===== src/rtl/trial_controller_if.sv =====
// Control bundle between trial_controller and the movement stage / reward logic.
//   Inputs to the controller : start, step, move_req, goal_reached
//   Outputs from controller  : active, trialBreak, change_InVec, iTrial, reward, timeout, done
// trialBreak carries the movement.break pulse ("break" is a reserved word in SystemVerilog).
// master = controller side, slave = movement/environment side.
interface trial_controller_if;
    logic       start;
    logic       step;
    logic       move_req;
    logic       goal_reached;
    logic       active;
    logic       trialBreak;
    logic       change_InVec;
    logic [9:0] iTrial;
    logic       reward;
    logic       timeout;
    logic       done;

    modport master (
        input  start, step, move_req, goal_reached,
        output active, trialBreak, change_InVec, iTrial, reward, timeout, done
    );

    modport slave (
        output start, step, move_req, goal_reached,
        input  active, trialBreak, change_InVec, iTrial, reward, timeout, done
    );
endinterface


===== src/rtl/trial_controller.sv =====
// trial_controller: sequences navigation trials in front of the movement stage.
//   clk   : system clock
//   reset : synchronous, active-low reset
//   bus   : trial_controller_if.master
//           start (session start, IDLE only), step (time-step tick), move_req (move request),
//           goal_reached (level) in; active, trialBreak, change_InVec, iTrial[9:0], reward,
//           timeout, done out.
// Every output is a Moore output registered from the next state, so it is glitch-free and
// lines up with the registered state cycle for cycle.
module trial_controller #(
    parameter int unsigned STEPS_TIMEOUT = 1000,
    parameter int unsigned MAX_MOVES     = 4,
    parameter int unsigned ITI_STEPS     = 20,
    parameter int unsigned N_TRIALS      = 500
) (
    input logic                 clk,
    input logic                 reset,
    trial_controller_if.master  bus
);

    localparam int unsigned StepMax = (STEPS_TIMEOUT > ITI_STEPS) ? STEPS_TIMEOUT : ITI_STEPS;
    localparam int unsigned StepW   = $clog2(StepMax + 1);
    localparam int unsigned MoveW   = $clog2(MAX_MOVES + 1);

    localparam logic [StepW-1:0] StepTimeoutLast = StepW'(STEPS_TIMEOUT - 1);
    localparam logic [StepW-1:0] ItiLast         = StepW'(ITI_STEPS - 1);
    localparam logic [MoveW-1:0] MovesMax        = MoveW'(MAX_MOVES);
    localparam logic [9:0]       TrialLast       = 10'(N_TRIALS - 1);

    typedef enum logic [3:0] {
        StIdle,
        StInit,
        StRun,
        StMove,
        StSettle,
        StReward,
        StAbort,
        StIti,
        StDone
    } stateT;

    stateT            stateQ, stateD;
    logic [StepW-1:0] stepCntQ, stepCntD;
    logic [MoveW-1:0] moveCntQ, moveCntD;
    logic [9:0]       iTrialQ, iTrialD;

    logic activeQ, breakQ, changeQ, rewardQ, timeoutQ, doneQ;

    always_ff @(posedge clk) begin
        if (!reset) begin
            stateQ   <= StIdle;
            stepCntQ <= '0;
            moveCntQ <= '0;
            iTrialQ  <= '0;
            activeQ  <= 1'b0;
            breakQ   <= 1'b0;
            changeQ  <= 1'b0;
            rewardQ  <= 1'b0;
            timeoutQ <= 1'b0;
            doneQ    <= 1'b0;
        end else begin
            stateQ   <= stateD;
            stepCntQ <= stepCntD;
            moveCntQ <= moveCntD;
            iTrialQ  <= iTrialD;
            activeQ  <= (stateD == StRun);
            breakQ   <= (stateD == StInit);
            changeQ  <= (stateD == StMove);
            rewardQ  <= (stateD == StReward);
            timeoutQ <= (stateD == StAbort);
            doneQ    <= (stateD == StDone);
        end
    end

    always_comb begin
        stateD   = stateQ;
        stepCntD = stepCntQ;
        moveCntD = moveCntQ;
        iTrialD  = iTrialQ;

        unique case (stateQ)
            StIdle: begin
                if (bus.start) stateD = StInit;
            end
            StInit: begin
                stepCntD = '0;
                moveCntD = '0;
                stateD   = StRun;
            end
            StRun: begin
                // Goal beats a move, and a move beats a coincident timeout tick.
                if (bus.goal_reached) begin
                    stateD = StReward;
                end else if (bus.move_req) begin
                    stateD = (moveCntQ < MovesMax) ? StMove : StAbort;
                end else if (bus.step) begin
                    if (stepCntQ == StepTimeoutLast) stateD = StAbort;
                    else                             stepCntD = stepCntQ + StepW'(1);
                end
            end
            StMove: begin
                moveCntD = moveCntQ + MoveW'(1);
                stepCntD = '0;
                stateD   = StSettle;
            end
            StSettle: begin
                // Idle cycle so InVec is stable before integration resumes.
                stateD = StRun;
            end
            StReward, StAbort: begin
                stepCntD = '0;
                stateD   = StIti;
            end
            StIti: begin
                if (bus.step) begin
                    if (stepCntQ == ItiLast) begin
                        if (iTrialQ == TrialLast) begin
                            stateD = StDone;
                        end else begin
                            iTrialD = iTrialQ + 10'd1;
                            stateD  = StInit;
                        end
                    end else begin
                        stepCntD = stepCntQ + StepW'(1);
                    end
                end
            end
            StDone: begin
                stateD = StDone;
            end
            default: begin
                stateD = StIdle;
            end
        endcase
    end

    assign bus.active       = activeQ;
    assign bus.trialBreak   = breakQ;
    assign bus.change_InVec = changeQ;
    assign bus.reward       = rewardQ;
    assign bus.timeout      = timeoutQ;
    assign bus.done         = doneQ;
    assign bus.iTrial       = iTrialQ;

endmodule


===== src/flat_wrapper.sv =====
// flat-port wrapper written by rule: the top's interface ports become plain ports
module trial_controller_flat 
#(
    parameter int unsigned STEPS_TIMEOUT = 1000,
    parameter int unsigned MAX_MOVES     = 4,
    parameter int unsigned ITI_STEPS     = 20,
    parameter int unsigned N_TRIALS      = 500
)
  (clk, reset, bus_start, bus_step, bus_move_req, bus_goal_reached, bus_active, bus_trialBreak, bus_change_InVec, bus_iTrial, bus_reward, bus_timeout, bus_done);
  trial_controller_if bus_i ();
  input logic clk;
  input logic reset;
  input wire logic [$bits(bus_i.start)-1:0] bus_start;
  input wire logic [$bits(bus_i.step)-1:0] bus_step;
  input wire logic [$bits(bus_i.move_req)-1:0] bus_move_req;
  input wire logic [$bits(bus_i.goal_reached)-1:0] bus_goal_reached;
  output wire logic [$bits(bus_i.active)-1:0] bus_active;
  output wire logic [$bits(bus_i.trialBreak)-1:0] bus_trialBreak;
  output wire logic [$bits(bus_i.change_InVec)-1:0] bus_change_InVec;
  output wire logic [$bits(bus_i.iTrial)-1:0] bus_iTrial;
  output wire logic [$bits(bus_i.reward)-1:0] bus_reward;
  output wire logic [$bits(bus_i.timeout)-1:0] bus_timeout;
  output wire logic [$bits(bus_i.done)-1:0] bus_done;
  assign bus_i.start = bus_start;
  assign bus_i.step = bus_step;
  assign bus_i.move_req = bus_move_req;
  assign bus_i.goal_reached = bus_goal_reached;
  assign bus_active = bus_i.active;
  assign bus_trialBreak = bus_i.trialBreak;
  assign bus_change_InVec = bus_i.change_InVec;
  assign bus_iTrial = bus_i.iTrial;
  assign bus_reward = bus_i.reward;
  assign bus_timeout = bus_i.timeout;
  assign bus_done = bus_i.done;
  trial_controller #(.STEPS_TIMEOUT(STEPS_TIMEOUT), .MAX_MOVES(MAX_MOVES), .ITI_STEPS(ITI_STEPS), .N_TRIALS(N_TRIALS)) u_core (.clk(clk), .reset(reset), .bus(bus_i));
endmodule

===== config.mk =====
export PLATFORM = sky130hd
export DESIGN_NAME = trial_controller_flat
export DESIGN_NICKNAME = d
export VERILOG_FILES = /design/src/rtl/trial_controller_if.sv /design/src/rtl/trial_controller.sv /design/src/flat_wrapper.sv
export SDC_FILE = /design/constraint.sdc
export NUM_CORES = 1
export LEC_CHECK = 0
export CAP_MARGIN = 10
export CORE_AREA = 4 4 71 73
export CTS_CLUSTER_DIAMETER = 30
export DETAILED_ROUTE_END_ITERATION = 6
export DIE_AREA = 0 0 75 77
export HOLD_SLACK_MARGIN = 0.02
export PLACE_DENSITY = 0.57
export SLEW_MARGIN = 15
export SYNTH_ARGS = -nofsm -noshare
export SYNTH_HDL_FRONTEND = slang
export SYNTH_SLANG_ARGS = --single-unit

===== constraint.sdc =====
create_clock -name clk -period 2.4 [get_ports clk]
set_input_delay 0.36 -clock clk [delete_from_list [all_inputs] [get_ports clk]]
set_output_delay 0.36 -clock clk [all_outputs]
set_load 0.02 [all_outputs]

# == Yosys cells after proc, flatten, opt, wreduce, memory -nomap -nowiden ==
# Index checks and enable logic that the tools add are counted.
# totals
output_inout_bits,16
ff_bits,33
latchBits,0
word_cells,64
ram_bits,0
mem_count,0
mem_bits_ro,0
input_bits,6
# op_classes
div_mod_pow,0
n_addsub,3
reduce_logical,8
n_mux,18
eq_ne,23
magnitude_cmp,1
multipliers,0
bitwise_logic,1
shift,0
# ops
op,count
10-bit 2-to-1 mux,6
4-bit 2-to-1 mux,8
10-bit one-hot mux with 3 select lines,1
4-bit one-hot mux with 7 select lines,1
"4-bit by 3-bit == test with 1-bit output, second input constant",6
"10-bit by 1-bit adder with 10-bit output, second input constant",2
"4-bit by 2-bit == test with 1-bit output, second input constant",4
"2-bit != test, second input constant",6
"10-bit == test, second input constant",1
"10-bit by 5-bit == test with 1-bit output, second input constant",1
"10-bit by 9-bit == test with 1-bit output, second input constant",1
"4-bit by 1-bit == test with 1-bit output, second input constant",2
"4-bit == test, second input constant",2
7-bit AND reduction,1
3-bit one-hot mux with 2 select lines,1
4-bit zero test,1
4-bit AND reduction,1
2-bit OR reduction,2
4-bit OR reduction,1
"3-bit by 1-bit adder with 3-bit output, second input constant",1
"3-bit less-than comparator, second input constant",1
3-bit 2-to-1 mux,1
3-bit nonzero test,1
2-bit nonzero test,1
1-bit NOT,1

# == Depth between registers and ports, before layout ==
# logic_depth
depth_word,7
mapped_depth,7
ltp_nobuf,6

# == Least setup slack after synthesis ==
# OpenSTA, ideal clock, no wires.
# synth_timing
kind,register -> register
from,register u_core.stepCntQ[0]
to,register u_core.iTrialQ[7] (netlist: u_core.bus.iTrial[7])
required_time_ps,2329
arrival_time_ps,2089
path_slack_ps,240
stages_incl_launch_ff,8
path_cell_list,dfxtp_1 > ha_1 > nor4b_4 > nand3_2 > or3_1 > buf_2 > or4_1 > a21oi_1
# synth_via
elab_chain_len,2
# synth_lines
element,line_no,source
from (decl),trial_controller.sv:43,"logic [StepW-1:0] stepCntQ, stepCntD;"
from (signal assigned),trial_controller.sv:63,stepCntQ <= stepCntD;
10-bit by 5-bit == test with 1-bit output,trial_controller.sv:116,if (stepCntQ == ItiLast) begin
4-bit AND reduction (no source line),--,
to (signal assigned),trial_controller.sv:65,iTrialQ <= iTrialD;
to (decl),trial_controller.sv:45,"logic [9:0] iTrialQ, iTrialD;"
# No other way between the ends.
# A chain may end at the register's enable or synchronous reset.

# == Final worst setup path ==
# Same ends and word-level chain as after synthesis.

==> run_results.csv <==
group,metric,value,unit
timing,period_needed,2.22,ns
setup_path,cp-end-kind,"flop",
detailed_routing,wl,4030,µm
grt,grt_max_degree,16,
floorplanning,start_util,39.8,%
grt,grt_util_all_layers,15.5,%
setup_path,cp.required,2.61,ns
detailed_routing,antenna_left,0,
cells_and_area,layout-drive-gt1-share,11.8,%
yosys,async_flop_share,0,%
place,gp_routability_congestion,0.827,
setup_path,worstSetupPathType,"flop to flop",
status,outcome,"complete, no violations",
cells_and_area,mostFrequentLayoutCell,"dfxtp_1",
place,numPortBuffers,21,
detailed_routing,vias,1629,
grt,grt_pass1_wl,6990,µm
yosys,synth-seq-area-share,38.1,%
timing,fmax,0.450,GHz
cts,htree_levels,2,
timing,worst_slack,0.179,ns
cts,clockBufferDepth,2,
cells_and_area,layout.nets,246,
cts,post_cts_resized,0,
timing,worstMarginPinSlew,0.664,ns
place,dp_cells,282,
min_path,hold_class,"flop to flop",
timing,slew_violations,0,
power_and_ir_drop,peakVddDrop,0.000291,V
cts,numCtsBuffers,5,
setup_path,r2r-end,"u_core.bus.iTrial[7]",
cts,cts_setup_buffers,0,
yosys,synth_edf_count,0,
floorplanning,rows,24,
cells_and_area,diodes,0,
floorplanning,die_x,75,µm
min_path,hp-start,"u_core.moveCntQ[1]",
yosys,synth_area,1730,µm²
setup_path,critPathArrivalTime,2.43,ns
cts,insertion_delay,0.28,ns
yosys,synth_warnings,0,
cells_and_area,layout_common_cells,"dfxtp_1, clkdlybuf4s50_1, a21oi_1",
cells_and_area,multi_input_area,1000,µm²
timing,relSlewSlack,55.4,%
floorplanning,die_area,5780,µm²
yosys,synth_cell_types,44,
timing,skew,0.00786,ns
grt,antenna_found_initial,0,
cells_and_area,fin_cells,290,
cells_and_area,syn2layout_area_growth,26.4,%
yosys,synth_nets,212,
setup_path,timing.rr.start,"u_core.stepCntQ[0]",
floorplanning,die-height,77,µm
min_path,hold_end,"u_core.moveCntQ[1]",
cells_and_area,seqCellArea,661,µm²
power_and_ir_drop,power_density,594,nW/µm²
min_path,min_path_cells,2,
detailed_routing,drc,0,
timing,final-setup-viol-count,0,
setup_path,crit_fanout,8,
cts,ctsHoldBuffers,0,
grt,grt_pass1_vias,1527,
detailed_routing,post_drt_wl_per_cell,13.9,µm
cts,clkSlewWorstSetupHoldPaths,0.07,ns
detailed_routing,drtPass1Iterations,4,
yosys,synth_ff_type,"dfxtp_1",
power_and_ir_drop,leakagePower,0.738,nW
detailed_routing,post_drt_via_cell_ratio,5.62,
timing,hold_viol,0,
place,dp_worst_setup_slack,-0.0521,ns
timing,rsz0062_at_grt,"no",
yosys,synthCells,203,
timing,min_period_over_period,92.5,%
cts,cts.sinks,33,
yosys,ys_ff_latch,33,
floorplanning,core-area,4350,µm²
run,max_cap_violations,0,
grt,grt_overflow,0,
setup_path,reg2reg_slack,0.18,ns
detailed_routing,drtIter0Drc,113,
floorplanning,io_pins,22,
cells_and_area,fill_cells,429,
setup_path,start_kind,"flop",
cts,cts_tree,"built",
place,dp_hpwl,3030,µm
yosys,syn_avg_cell_area,8.54,µm²
cts,cts-root-buf,"clkbuf_8",
setup_path,reg2regPathDepth,6,
## metrics by stage
stage / area [µm²] / hold WS (ns) / setup TNS (ns) / util, % / power (W)
floorplan: 1730 / 0.436 / 0 / - / 0.000706
global placement: 2070 / 0.446 / -0.0450 / 47.6 / 0.000772
detailed placement: 2070 / 0.470 / -0.135 / 47.6 / 0.000777
CTS: 2190 / 0.480 / 0 / 50.3 / 0.00132
global route: 2190 / 0.499 / 0 / 50.3 / 0.00137
finish: 2190 / 0.471 / 0 / 50.3 / 0.00130
## worst max-delay path: stages, from the launching register on
cell	delay, ns
dfxtp_1	0.38
ha_1	0.20
nor4b_4	0.26
nand3_2	0.12
or3_1	0.51
or4_1	0.54
a21oi_1	0.15
## Yosys cell counts (5+ instances only)
library cell  number  area [µm²]
inv_1              6        22.5
nand3b_1           5        37.5
nand3_1           10        50.1
nand2_1           16        60.1
o21ai_0            7        35.0
a21oi_1           18        90.1
clkbuf_1           6        22.5
nor2_1            15        56.3
and2_1             5        31.3
dfxtp_1           33         661
nor3_1             7        35.0
xnor2_1            8        70.1
or4_1              5        37.5
o31ai_1            6        45.0
## worst max path at each step
stage | from | to | slack, ns | cells past startpoint
global route | u_core.stepCntQ[0] | u_core.bus.iTrial[5] | 0.04 | 7
finish | u_core.stepCntQ[0] | u_core.bus.iTrial[7] | 0.18 | 6
floorplan | u_core.stepCntQ[0] | u_core.bus.iTrial[7] | 0.24 | 7
global placement | bus_step | u_core.bus.iTrial[7] | -0.03 | 6
CTS | u_core.stepCntQ[0] | u_core.bus.iTrial[7] | 0.19 | 6
detailed placement | bus_step | u_core.bus.iTrial[7] | -0.05 | 6
## registers in the layout, indices dropped and copies added (netlist names)
register	count
u_core.bus.iTrial	10
u_core.stepCntQ	10
u_core.stateQ	4
u_core.moveCntQ	3
u_core.bus.active	1
u_core.bus.change_InVec	1
u_core.bus.done	1
u_core.bus.reward	1
u_core.bus.timeout	1
u_core.bus.trialBreak	1
## cell type report
type,count,share of cell area (%)
multi-input combinational,155,45.8
clock inverter,1,1.37
clock buffer,7,3.94
tap,52,2.97
timing repair buffer,36,14.7
inverter,6,1.03
sequential,33,30.2
## where the power goes
group / internal, W / switching (W)
registers: 0.000565 / 0.00000955
clock network: 0.000338 / 0.000198
logic: 0.0000816 / 0.000110
## cells by family (layout without fill, tap and decap cells)
kind of cell / count (synthesis) / after routing / synth area share (%)
fa+ha+maj: 3 / 3 / 2.17
mux: 2 / 2 / 1.16
xor+xnor: 9 / 9 / 4.55
flops: 33 / 33 / 38.1
buf+inv: 15 / 50 / 3.97
compound gates: 46 / 46 / 16.8
simple gates: 95 / 95 / 33.2
## layer usage
metal / track usage, % / up-vias / wire length [µm]
met5: 0 / - / 0
met4: 6.58 / 0 / 89
met3: 4.84 / 8 / 198
met2: 24.4 / 40 / 1970
met1: 19.2 / 767 / 1770
li1: - / 814 / -
No activity file was read; power rests on OpenSTA's default activity.
